## config.mk

```make
export PLATFORM = sky130hd
export DESIGN_NAME = delay_op_sequencer
export DESIGN_NICKNAME = d
export VERILOG_FILES = /design/src/rtl/arm_pkg.sv /design/src/rtl/delay_op_sequencer.sv
export SDC_FILE = /design/constraint.sdc
export NUM_CORES = 1
export LEC_CHECK = 0
export CORE_UTILIZATION = 35
export DETAILED_ROUTE_END_ITERATION = 12
export PLACE_DENSITY = 0.74
export SETUP_SLACK_MARGIN = 0.5
export SYNTH_ARGS = -nofsm -noshare
export SYNTH_HDL_FRONTEND = slang
export SYNTH_SLANG_ARGS = --single-unit
```

## constraint.sdc

```tcl
create_clock -name clk -period 1.84 [get_ports clk]
set_clock_uncertainty 0.2 [all_clocks]
set_input_delay 0.184 -clock clk [delete_from_list [all_inputs] [get_ports clk]]
set_output_delay 0.184 -clock clk [all_outputs]
set_load 0.01 [all_outputs]
```

## src/rtl/arm_pkg.sv

```systemverilog
// Shared ARM datapath definitions: width helper common with Delay_Gen and the
// sequencer state encoding.
package arm_pkg;

  // floor(log2(v)); returns 0 for v <= 1
  function automatic int unsigned log2(input int unsigned v);
    int unsigned r;
    int unsigned x;
    r = 0;
    x = v;
    while (x > 1) begin
      x = x >> 1;
      r++;
    end
    return r;
  endfunction

  localparam logic [1:0] ST_IDLE  = 2'd0;
  localparam logic [1:0] ST_WAIT  = 2'd1;
  localparam logic [1:0] ST_HOLD  = 2'd2;
  localparam logic [1:0] ST_FLUSH = 2'd3;

  typedef enum logic [1:0] {
    StIdle  = ST_IDLE,
    StWait  = ST_WAIT,
    StHold  = ST_HOLD,
    StFlush = ST_FLUSH
  } seq_state_e;

endpackage

```

## src/rtl/delay_op_sequencer.sv

```systemverilog
// Valid/ready front-end that runs the sibling Delay_Gen for one full period per
// payload and releases the payload when the count wraps.
module delay_op_sequencer
  import arm_pkg::*;
#(
  parameter int unsigned DW     = 8,
  parameter int unsigned DATA_W = 32,
  localparam int unsigned CW    = log2(DW) + 1
) (
  input  logic              clk,
  input  logic              rst_n,
  input  logic              in_valid,
  output logic              in_ready,
  input  logic [DATA_W-1:0] in_data,
  input  logic              abort,
  output logic              dly_en,
  input  logic [CW-1:0]     dly_cnt,
  output logic              out_valid,
  input  logic              out_ready,
  output logic [DATA_W-1:0] out_data,
  output logic              busy,
  output logic              sync_err
);

  localparam logic [CW-1:0] CntLast = CW'(DW - 1);

  seq_state_e        state_q, state_d;
  logic [DATA_W-1:0] data_q;
  logic              first_q;
  logic              sync_err_q;
  logic              cnt_last;
  logic              accept;

  assign cnt_last = (dly_cnt == CntLast);
  assign accept   = (state_q == StIdle) && in_valid;

  always_comb begin
    state_d = state_q;
    unique case (state_q)
      StIdle:  if (in_valid) state_d = StWait;
      // The counter wraps on the exit edge either way, so abort at the last
      // count can drop straight to idle.
      StWait: begin
        if (cnt_last)   state_d = abort ? StIdle : StHold;
        else if (abort) state_d = StFlush;
      end
      StHold:  if (out_ready) state_d = StIdle;
      StFlush: if (cnt_last) state_d = StIdle;
    endcase
  end

  always_ff @(posedge clk or negedge rst_n) begin
    if (!rst_n) begin
      state_q    <= StIdle;
      data_q     <= '0;
      first_q    <= 1'b0;
      sync_err_q <= 1'b0;
    end else begin
      state_q <= state_d;
      first_q <= accept;
      if (accept) data_q <= in_data;
      if ((state_q == StWait) && first_q && (dly_cnt != '0)) sync_err_q <= 1'b1;
    end
  end

  assign in_ready  = (state_q == StIdle);
  assign dly_en    = (state_q == StWait) || (state_q == StFlush);
  assign out_valid = (state_q == StHold);
  assign busy      = (state_q != StIdle);
  assign out_data  = data_q;
  assign sync_err  = sync_err_q;

endmodule

```

**Word-level counts from Yosys, hierarchy flattened**

Index checks and enable logic that the tools add are counted.

- Register bits after elaboration: 36
- Output and inout bits: 37
- Word-level logic and storage cells: 27

- Equality and inequality tests: 8
- Mux-type cells: 7
- Reductions and logical operators: 8

Operators by type and width:

| kind | count |
|---|---|
| 2-to-1 mux 2 bit | 6 |
| case mux 2 bit (4 select lines) | 1 |
| equality test 2 bit, second input constant | 2 |
| equality test 4 x 3 -> 1 bit, second input constant | 1 |
| inequality test 2 bit, second input constant | 2 |
| AND reduction 4 bit | 1 |
| nonzero test 4 bit | 1 |
| logical AND 1 bit | 3 |
| inequality test 3 bit, second input constant | 1 |
| equality test 2 x 1 -> 1 bit, second input constant | 1 |
| logical NOT 2 bit | 1 |
| inequality test 2 x 1 -> 1 bit, second input constant | 1 |
| nonzero test 2 bit | 1 |
| logical OR 1 bit | 1 |

**Logic depth before layout (Yosys ltp)**

Gate-level depths: netlist of the first run.

- Depth in word-level cells: 3
- Depth in mapped cells: 5
- Gate-level depth less buffers: 3

**Worst setup path before layout of the first run**

No wires, ideal clock.

- Kind: register to register
- Start point: reg state_q[0]
- End point: reg data_q[0], in the netlist out_data[0]
- Data arrival time: 1.337 ns
- Slack: 0.178 ns
- Cell stages (with the launch flop): 6
- Clock period less this slack: 1.662 ns
- Cell sequence: dfrtp_1 -> nor2_2 -> and2_4 -> buf_6 -> buf_12 -> mux2_4

- Word-level cells in the longest chain between the ends: 2

RTL lines:

| element | RTL line | source |
|---|---|---|
| from (decl) | delay_op_sequencer.sv:27 | `seq_state_e state_q, state_d;` |
| from (signal assigned) | delay_op_sequencer.sv:54 | `state_q <= StIdle;` |
| from (signal assigned) | delay_op_sequencer.sv:59 | `state_q <= state_d;` |
| logical NOT 2 bit | n/a |  |
| net in_ready | delay_op_sequencer.sv:13 | `output logic in_ready,` |
| logical AND 1 bit | delay_op_sequencer.sv:35 | `assign accept = (state_q == StIdle) && in_valid;` |
| to (signal assigned) | delay_op_sequencer.sv:61 | `if (accept) data_q <= in_data;` |
| to (decl) | delay_op_sequencer.sv:28 | `logic [DATA_W-1:0] data_q;` |

The timed path passes the listed nets, and every way through them passes these cells.
A chain may end at the register's enable or synchronous reset.

**Final worst setup path of the first run**

- Start point: reg state_q[0]
- End point: reg data_q[25], in the netlist out_data[25]

- Word-level cells in the longest chain between the ends: 2

RTL lines:

| element | RTL line |
|---|---|
| logical NOT 2 bit | delay_op_sequencer.sv:35 |
| logical AND 1 bit | delay_op_sequencer.sv:35 |

Every way passes these cells.

==> results.sh, run 1 <==
export IMPL_status="finished with violations"
export IMPL_violations="negative hold slack"
export IMPL_fin_hold_ws_ns=-0.2138
export IMPL_drc=0
export IMPL_drive_above_1_share_pct=34.46
export IMPL_path_clk_slew_ns=0.07
export IMPL_max_freq_mhz=624.5
export IMPL_fin_ws_ns=0.2387
export IMPL_port_buffers=77
export IMPL_ir_drop_mv=0.5167
export IMPL_netlist_instances=88
export IMPL_multiInputGateArea_sq_um=553.0
export IMPL_cts_sinks=36
export IMPL_rows=23
export IMPL_relSlewSlack_pct=47.46
export IMPL_powerDensity_nw_per_um2=1543
export IMPL_cts_max_path_buffers=2
export IMPL_drt_iter0_drc=77
export IMPL_core_area_sq_um=4115
export IMPL_post_place_ws_ns=0.1408
export IMPL_syn_num_nets=129
export IMPL_grt_remaining_overflow=0
export IMPL_ant_nets=0
export IMPL_synth_area_top_cells="dfrtp_1 (58%), mux2_4 (27%), buf_12 (3.9%)"
export IMPL_r2r_slack_ns=0.24
export IMPL_finalHoldViolCount=36
export IMPL_timing_final_crit_period_ns=1.601
export IMPL_grt_max_degree=37
export IMPL_crit_fanout=15
export IMPL_path_class="flip-flop to flip-flop"
export IMPL_crit_path_end="out_data[25]$_DFFE_PN0P_"
export IMPL_netlist_area_sq_um=1540
export IMPL_die_area_sq_um=4670
export IMPL_drv_cap=0
export IMPL_reg2reg_from="state_q[0]$_DFFE_PN0P_"
export IMPL_fin_cells=227
export IMPL_dp_cells=213
export IMPL_start_util_pct=37.43
export IMPL_num_vias=1054
export IMPL_hold_class="primary input to asynchronous set/reset pin"
export IMPL_gp_congestion=0.6845
export IMPL_syn2layout_area_growth_pct=60.11
export IMPL_dp_hpwl_um=2456
export IMPL_avgSynthCellArea_sq_um=17.50
export IMPL_cts_tree="yes"
export IMPL_routed_wl_um=3574
export IMPL_cts_made_buffers=5
export IMPL_drv_slew=0
export IMPL_grt_setup_unrepaired="yes"
export IMPL_htreeDepth=2
export IMPL_setup_violations=0
export IMPL_cp_startpoint="state_q[0]$_DFFE_PN0P_"
export IMPL_ys_seq_area_share_pct=58.49
export IMPL_fill_cells=327
export IMPL_wl_per_cell_um=15.74
export IMPL_ys_ff_latch=36
export IMPL_final_util_pct=59.93
export IMPL_clock_latency_ns=0.28
export IMPL_worst_ep_required_time_ns=1.80
export IMPL_post_route_period_util_pct=87.03
export IMPL_dieWidth_um=68.34
export IMPL_start_kind="flip-flop"
export IMPL_antenna_found_initial=0
export IMPL_reg2reg_depth=4
export IMPL_finalSetupTns_ns=0
export IMPL_die_h_um=68.34
export IMPL_grt_pass1_vias=1138
export IMPL_pin_count=78
export IMPL_grt_pass1_wl_um=5188
export IMPL_antennaDiodeCount=0
export IMPL_reg2reg_to="out_data[25]$_DFFE_PN0P_"
export IMPL_crit_arrival_ns=1.56
export IMPL_yosysTopAreaCell="dfrtp_1"
export IMPL_yosysTopAreaCellShare_pct=58.49
export IMPL_grt_util_all_layers_pct=15.93
export IMPL_p_leak_nw=1.108
export IMPL_first_pass_iters=4
export IMPL_cts_root_buffer="clkbuf_8"
export IMPL_yosysUniqueCellTypes=19
export IMPL_vias_per_cell=4.643
export IMPL_yosys_warnings=0
export IMPL_worstMarginPinSlew_ns=0.7881
export IMPL_regArea_sq_um=902.1
export IMPL_layout_nets=220
export IMPL_cp_end_kind="flip-flop"
==> worst min-delay path by stage <==
stage / startpoint / endpoint / slack [ns]
floorplan: rst_n / first_q$_DFF_PN0_ / -0.31
global placement: rst_n / out_data[26]$_DFFE_PN0P_ / 0.09
detailed placement: rst_n / out_data[26]$_DFFE_PN0P_ / 0.12
CTS: rst_n / out_data[2]$_DFFE_PN0P_ / -0.19
global route: rst_n / out_data[2]$_DFFE_PN0P_ / -0.15
finish: rst_n / out_data[1]$_DFFE_PN0P_ / -0.21
==> synthesized netlist by cell type, drive strengths merged <==
cell / n
dfrtp: 36
mux2: 32
buf: 4
inv: 3
nor2: 2
a211oi: 1
a21o: 1
a21oi: 1
and2: 1
and2b: 1
dlygate4sd1: 1
nand2: 1
nand4b: 1
nor3b: 1
nor4: 1
o31ai: 1
==> report_power, final <==
| group | internal (mW) | leakage, nW | switching [mW] |
|---|---|---|---|
| combinational | 1.23 | 0.648 | 0.656 |
| sequential | 1.18 | 0.424 | 0.237 |
| clock | 0.244 | 0.0359 | 0.253 |
==> critical path, cell delays in order (launching register included) <==
cell and delay (ns):
dfrtp_2 0.45, nor2_4 0.11, and2_4 0.22, buf_12 0.18
mux2_4 0.31
==> layout make-up <==
type                    count  share of cell area (%)
clock buffers               5                   2.790
inverters                   3                  0.4566
multi-input cells          44                   22.43
flip-flops and latches     36                   36.58
well taps                  50                   2.537
repair buffers             89                   35.21
==> per-stage QoR <==
stage / hold WS (ns) / power [mW] / cell area (sq um)
finish: -0.2138 / 3.805 / 2466
CTS: -0.1888 / 3.738 / 2424
detailed placement: 0.1229 / 3.389 / 2341
global route: -0.1501 / 4.034 / 2466
global placement: 0.09416 / 3.344 / 2341
floorplan: -0.3116 / 2.412 / 1549
==> per-layer routing <==
metal / share of wire, % / wire length (um) / track usage [%]
met1: 41 / 1452 / 17.55
met2: 48 / 1732 / 26.59
met3: 8.4 / 301 / 4.500
met4: 2.4 / 87 / 10.42
met5: 0 / 0 / 0
==> cell families after synthesis <==
kind of cell | after synthesis | synth area share (%)
AO/OA/AOI/OAI | 4 | 1.869
multiplexers | 32 | 30.22
buffers and inverters | 8 | 5.930
flip-flops | 36 | 58.49
AND/OR/NAND/NOR | 8 | 3.494
==> placed cells by master, fill, tap and decap left out <==
cell / instances
nor3b_1: 1
buf_12: 2
a211oi_1: 1
clkbuf_2: 2
clkdlybuf4s50_1: 39
nand4b_1: 1
a21oi_1: 1
nand2_1: 1
and2b_2: 1
o31ai_1: 1
clkbuf_8: 5
a21o_2: 1
dfrtp_1: 35
nor2_1: 1
dfrtp_2: 1
mux2_2: 4
and2_4: 1
clkdlybuf4s15_1: 31
buf_6: 4
nor4_1: 1
buf_2: 4
buf_4: 7
mux2_4: 28
nor2_4: 1
inv_1: 3
==> registers in the layout, summed over array words and instances (netlist names) <==
register	cells
sync_err	1
out_data	32
state_q	2
first_q	1
==> repair_timing <==
item,4_1_cts,5_1_grt
pin swaps,1,0
gates resized for setup,71,18
setup endpoints to repair,70,52
buffers inserted,6,3
hold endpoints to repair,36,36
Note: power is estimated with default switching activity, not from simulation.
==> run 2, diff against run 1 <==
--- a/config.mk
+++ b/config.mk
@@ -7,6 +7,7 @@
 export LEC_CHECK = 0
 export CORE_UTILIZATION = 35
 export DETAILED_ROUTE_END_ITERATION = 12
+export GPL_TIMING_DRIVEN = 0
 export PLACE_DENSITY = 0.74
 export SETUP_SLACK_MARGIN = 0.5
 export SYNTH_ARGS = -nofsm -noshare
==> results.sh, run 2 (synthesis gave the netlist of run 1 again) <==
export IMPL_p_sw_mw=1.205
export IMPL_ant_nets=0
export IMPL_max_freq_mhz=615.0
export IMPL_finalSetupTns_ns=0
export IMPL_setup_violations=0
export IMPL_reg2reg_from="state_q[1]$_DFFE_PN0P_"
export IMPL_clkPwrFrac_pct=18.0
export IMPL_first_pass_iters=3
export IMPL_cts_tree="yes"
export IMPL_grt_util_all_layers_pct=16.34
export IMPL_final_cell_mix="clkdlybuf4s50_1 (39), dfrtp_1 (34), mux2_4 (32)"
export IMPL_core_area_sq_um=4115
export IMPL_layout_nets=222
export IMPL_powerDensity_nw_per_um2=1618
export IMPL_num_vias=1070
export IMPL_vias_per_cell=4.612
export IMPL_die_h_um=68.34
export IMPL_gp_congestion=0.7212
export IMPL_drv_cap=0
export IMPL_crit_path_end="out_data[20]$_DFFE_PN0P_"
export IMPL_status="finished with violations"
export IMPL_crit_arrival_ns=1.59
export IMPL_routed_wl_um=3655
export IMPL_worst_path_buf_inv=2
export IMPL_antenna_found_initial=0
export IMPL_layout_commonest_cell="clkdlybuf4s50_1"
export IMPL_drc=0
export IMPL_grt_remaining_overflow=0
export IMPL_crit_fanout=10
export IMPL_cp_top_family="flip-flops"
export IMPL_timing_final_crit_period_ns=1.626
export IMPL_violations="negative hold slack"
export IMPL_power_frac_seq_pct=33.9
export IMPL_port_buffers=77
export IMPL_reg2reg_depth=5
export IMPL_cts_root_buffer="clkbuf_8"
export IMPL_max_stage_delay_ns=0.44
export IMPL_path_clk_slew_ns=0.07
export IMPL_rows=23
export IMPL_drt_iter0_drc=54
export IMPL_grt_pass1_wl_um=5416
export IMPL_syn2layout_area_growth_pct=67.91
export IMPL_finalHoldViolCount=36
export IMPL_start_kind="flip-flop"
export IMPL_cp_startpoint="state_q[1]$_DFFE_PN0P_"
export IMPL_p_comb_share_pct=48.2
export IMPL_cpMaxStageDelayCell="dfrtp_2"
export IMPL_final_util_pct=62.85
export IMPL_largest_register_ff_count=32
export IMPL_drive_above_1_share_pct=36.81
export IMPL_cts_sinks=36
export IMPL_dieWidth_um=68.34
export IMPL_clock_latency_ns=0.28
export IMPL_start_util_pct=37.43
export IMPL_p_leak_nw=1.169
export IMPL_wl_per_cell_um=15.75
export IMPL_hold_class="primary input to asynchronous set/reset pin"
export IMPL_r2r_slack_ns=0.21
export IMPL_path_class="flip-flop to flip-flop"
export IMPL_grt_pass1_vias=1160
export IMPL_cts_max_path_buffers=2
export IMPL_dp_hpwl_um=2546
export IMPL_die_area_sq_um=4670
export IMPL_grt_max_degree=37
export IMPL_antennaDiodeCount=0
export IMPL_cp_depth=5
export IMPL_worstMarginPinSlew_ns=0.7791
export IMPL_cts_made_buffers=5
export IMPL_relSlewSlack_pct=48.06
export IMPL_htreeDepth=2
export IMPL_cp_end_kind="flip-flop"
export IMPL_fin_hold_ws_ns=-0.2231
export IMPL_worst_ep_required_time_ns=1.80
export IMPL_post_route_period_util_pct=88.37
export IMPL_switching_share_pct=28.81
export IMPL_path_cells="nor2_4 -> and2_4 -> buf_8 -> buf_12 -> mux2_4"
export IMPL_drv_slew=0
export IMPL_ir_drop_mv=0.6220
export IMPL_reg2reg_to="out_data[20]$_DFFE_PN0P_"
export IMPL_pin_count=78
export IMPL_grt_setup_unrepaired="yes"
export IMPL_internal_power_mw=2.979
-- run 2: cell types whose count changed in the layout (fill, tap and decap cells not counted), moves of 2 or more --
cell / previous run / this run
mux2_4: 28 / 32
clkbuf_8: 5 / 7
mux2_2: 4 / 0
clkbuf_2: 2 / 4
buf_12: 2 / 4
buf_2: 4 / 1
-- run 2: worst min-delay path by stage --
stage	slack (ns)	cells after the start	to	start
after floorplan	-0.31	0	first_q$_DFF_PN0_	rst_n
after global placement	0.26	2	sync_err$_DFFE_PN0P_	sync_err$_DFFE_PN0P_
after detailed placement	0.11	1	out_data[0]$_DFFE_PN0P_	rst_n
after CTS	-0.20	1	out_data[0]$_DFFE_PN0P_	rst_n
after global routing	-0.16	1	out_data[29]$_DFFE_PN0P_	rst_n
final	-0.22	1	out_data[2]$_DFFE_PN0P_	rst_n
-- run 2: power groups by stage --
stage,Clock [mW],Sequential (mW),Combinational (mW)
6_report,0.752,1.42,2.02
5_1_grt,0.821,1.46,2.15
4_1_cts,0.771,1.41,1.94
3_5_place_dp,0,1.44,2.02
3_3_place_gp,0,1.41,1.97
2_1_floorplan,0,1.58,0.831
-- run 2: through the flow --
step	instances	instance area, sq um	total power, mW	setup slack, ns
after floorplan	88	1549	2.412	0.2382
after global placement	215	2382	3.380	-0.3111
after detailed placement	215	2377	3.454	0.1270
after CTS	229	2555	4.126	0.2034
after global routing	232	2586	4.431	0.1863
final	232	2586	4.185	0.2139
-- run 2: routing by layer --
layer  vias up  track usage (%)  part of all wire [%]
met5         -                0                     0
met4         0            5.469                  0.93
met3         4            7.000                   9.1
met2        49            28.80                    50
met1       530            17.31                    40
li1        487                -                     -
-- run 2: repair_timing --
item	4_1_cts	5_1_grt
gates cloned	0	0
endpoints found under the hold margin	36	36
gates resized for setup	66	25
setup endpoints to repair	70	59
pin swaps	0	1
setup buffers	6	3
-- run 2: layout make-up --
class,instances,area [sq um]
Multi-Input combinational cell,44,568.0
Sequential cell,36,903.4
Fill cell,325,1529
Timing Repair Buffer,86,830.8
Buffer,5,83.83
Tap cell,50,62.56
Clock inverter,1,30.03
Clock buffer,7,96.34
Inverter,3,11.26
-- run 2: worst reg2reg max path, delay by kind of cell (launching register included) --
kind	cells	cell delay (ns)
simple gates	2	0.28
flops	1	0.44
mux	1	0.31
buf+inv	2	0.27
==> run 3, diff against run 2 <==
--- a/config.mk
+++ b/config.mk
@@ -10,6 +10,7 @@
 export GPL_TIMING_DRIVEN = 0
 export PLACE_DENSITY = 0.74
 export SETUP_SLACK_MARGIN = 0.5
+export SKIP_LAST_GASP = 1
 export SYNTH_ARGS = -nofsm -noshare
 export SYNTH_HDL_FRONTEND = slang
 export SYNTH_SLANG_ARGS = --single-unit
==> results of run 3 <==
No change in the layout: final DEF, timing and power equal those of run 2.
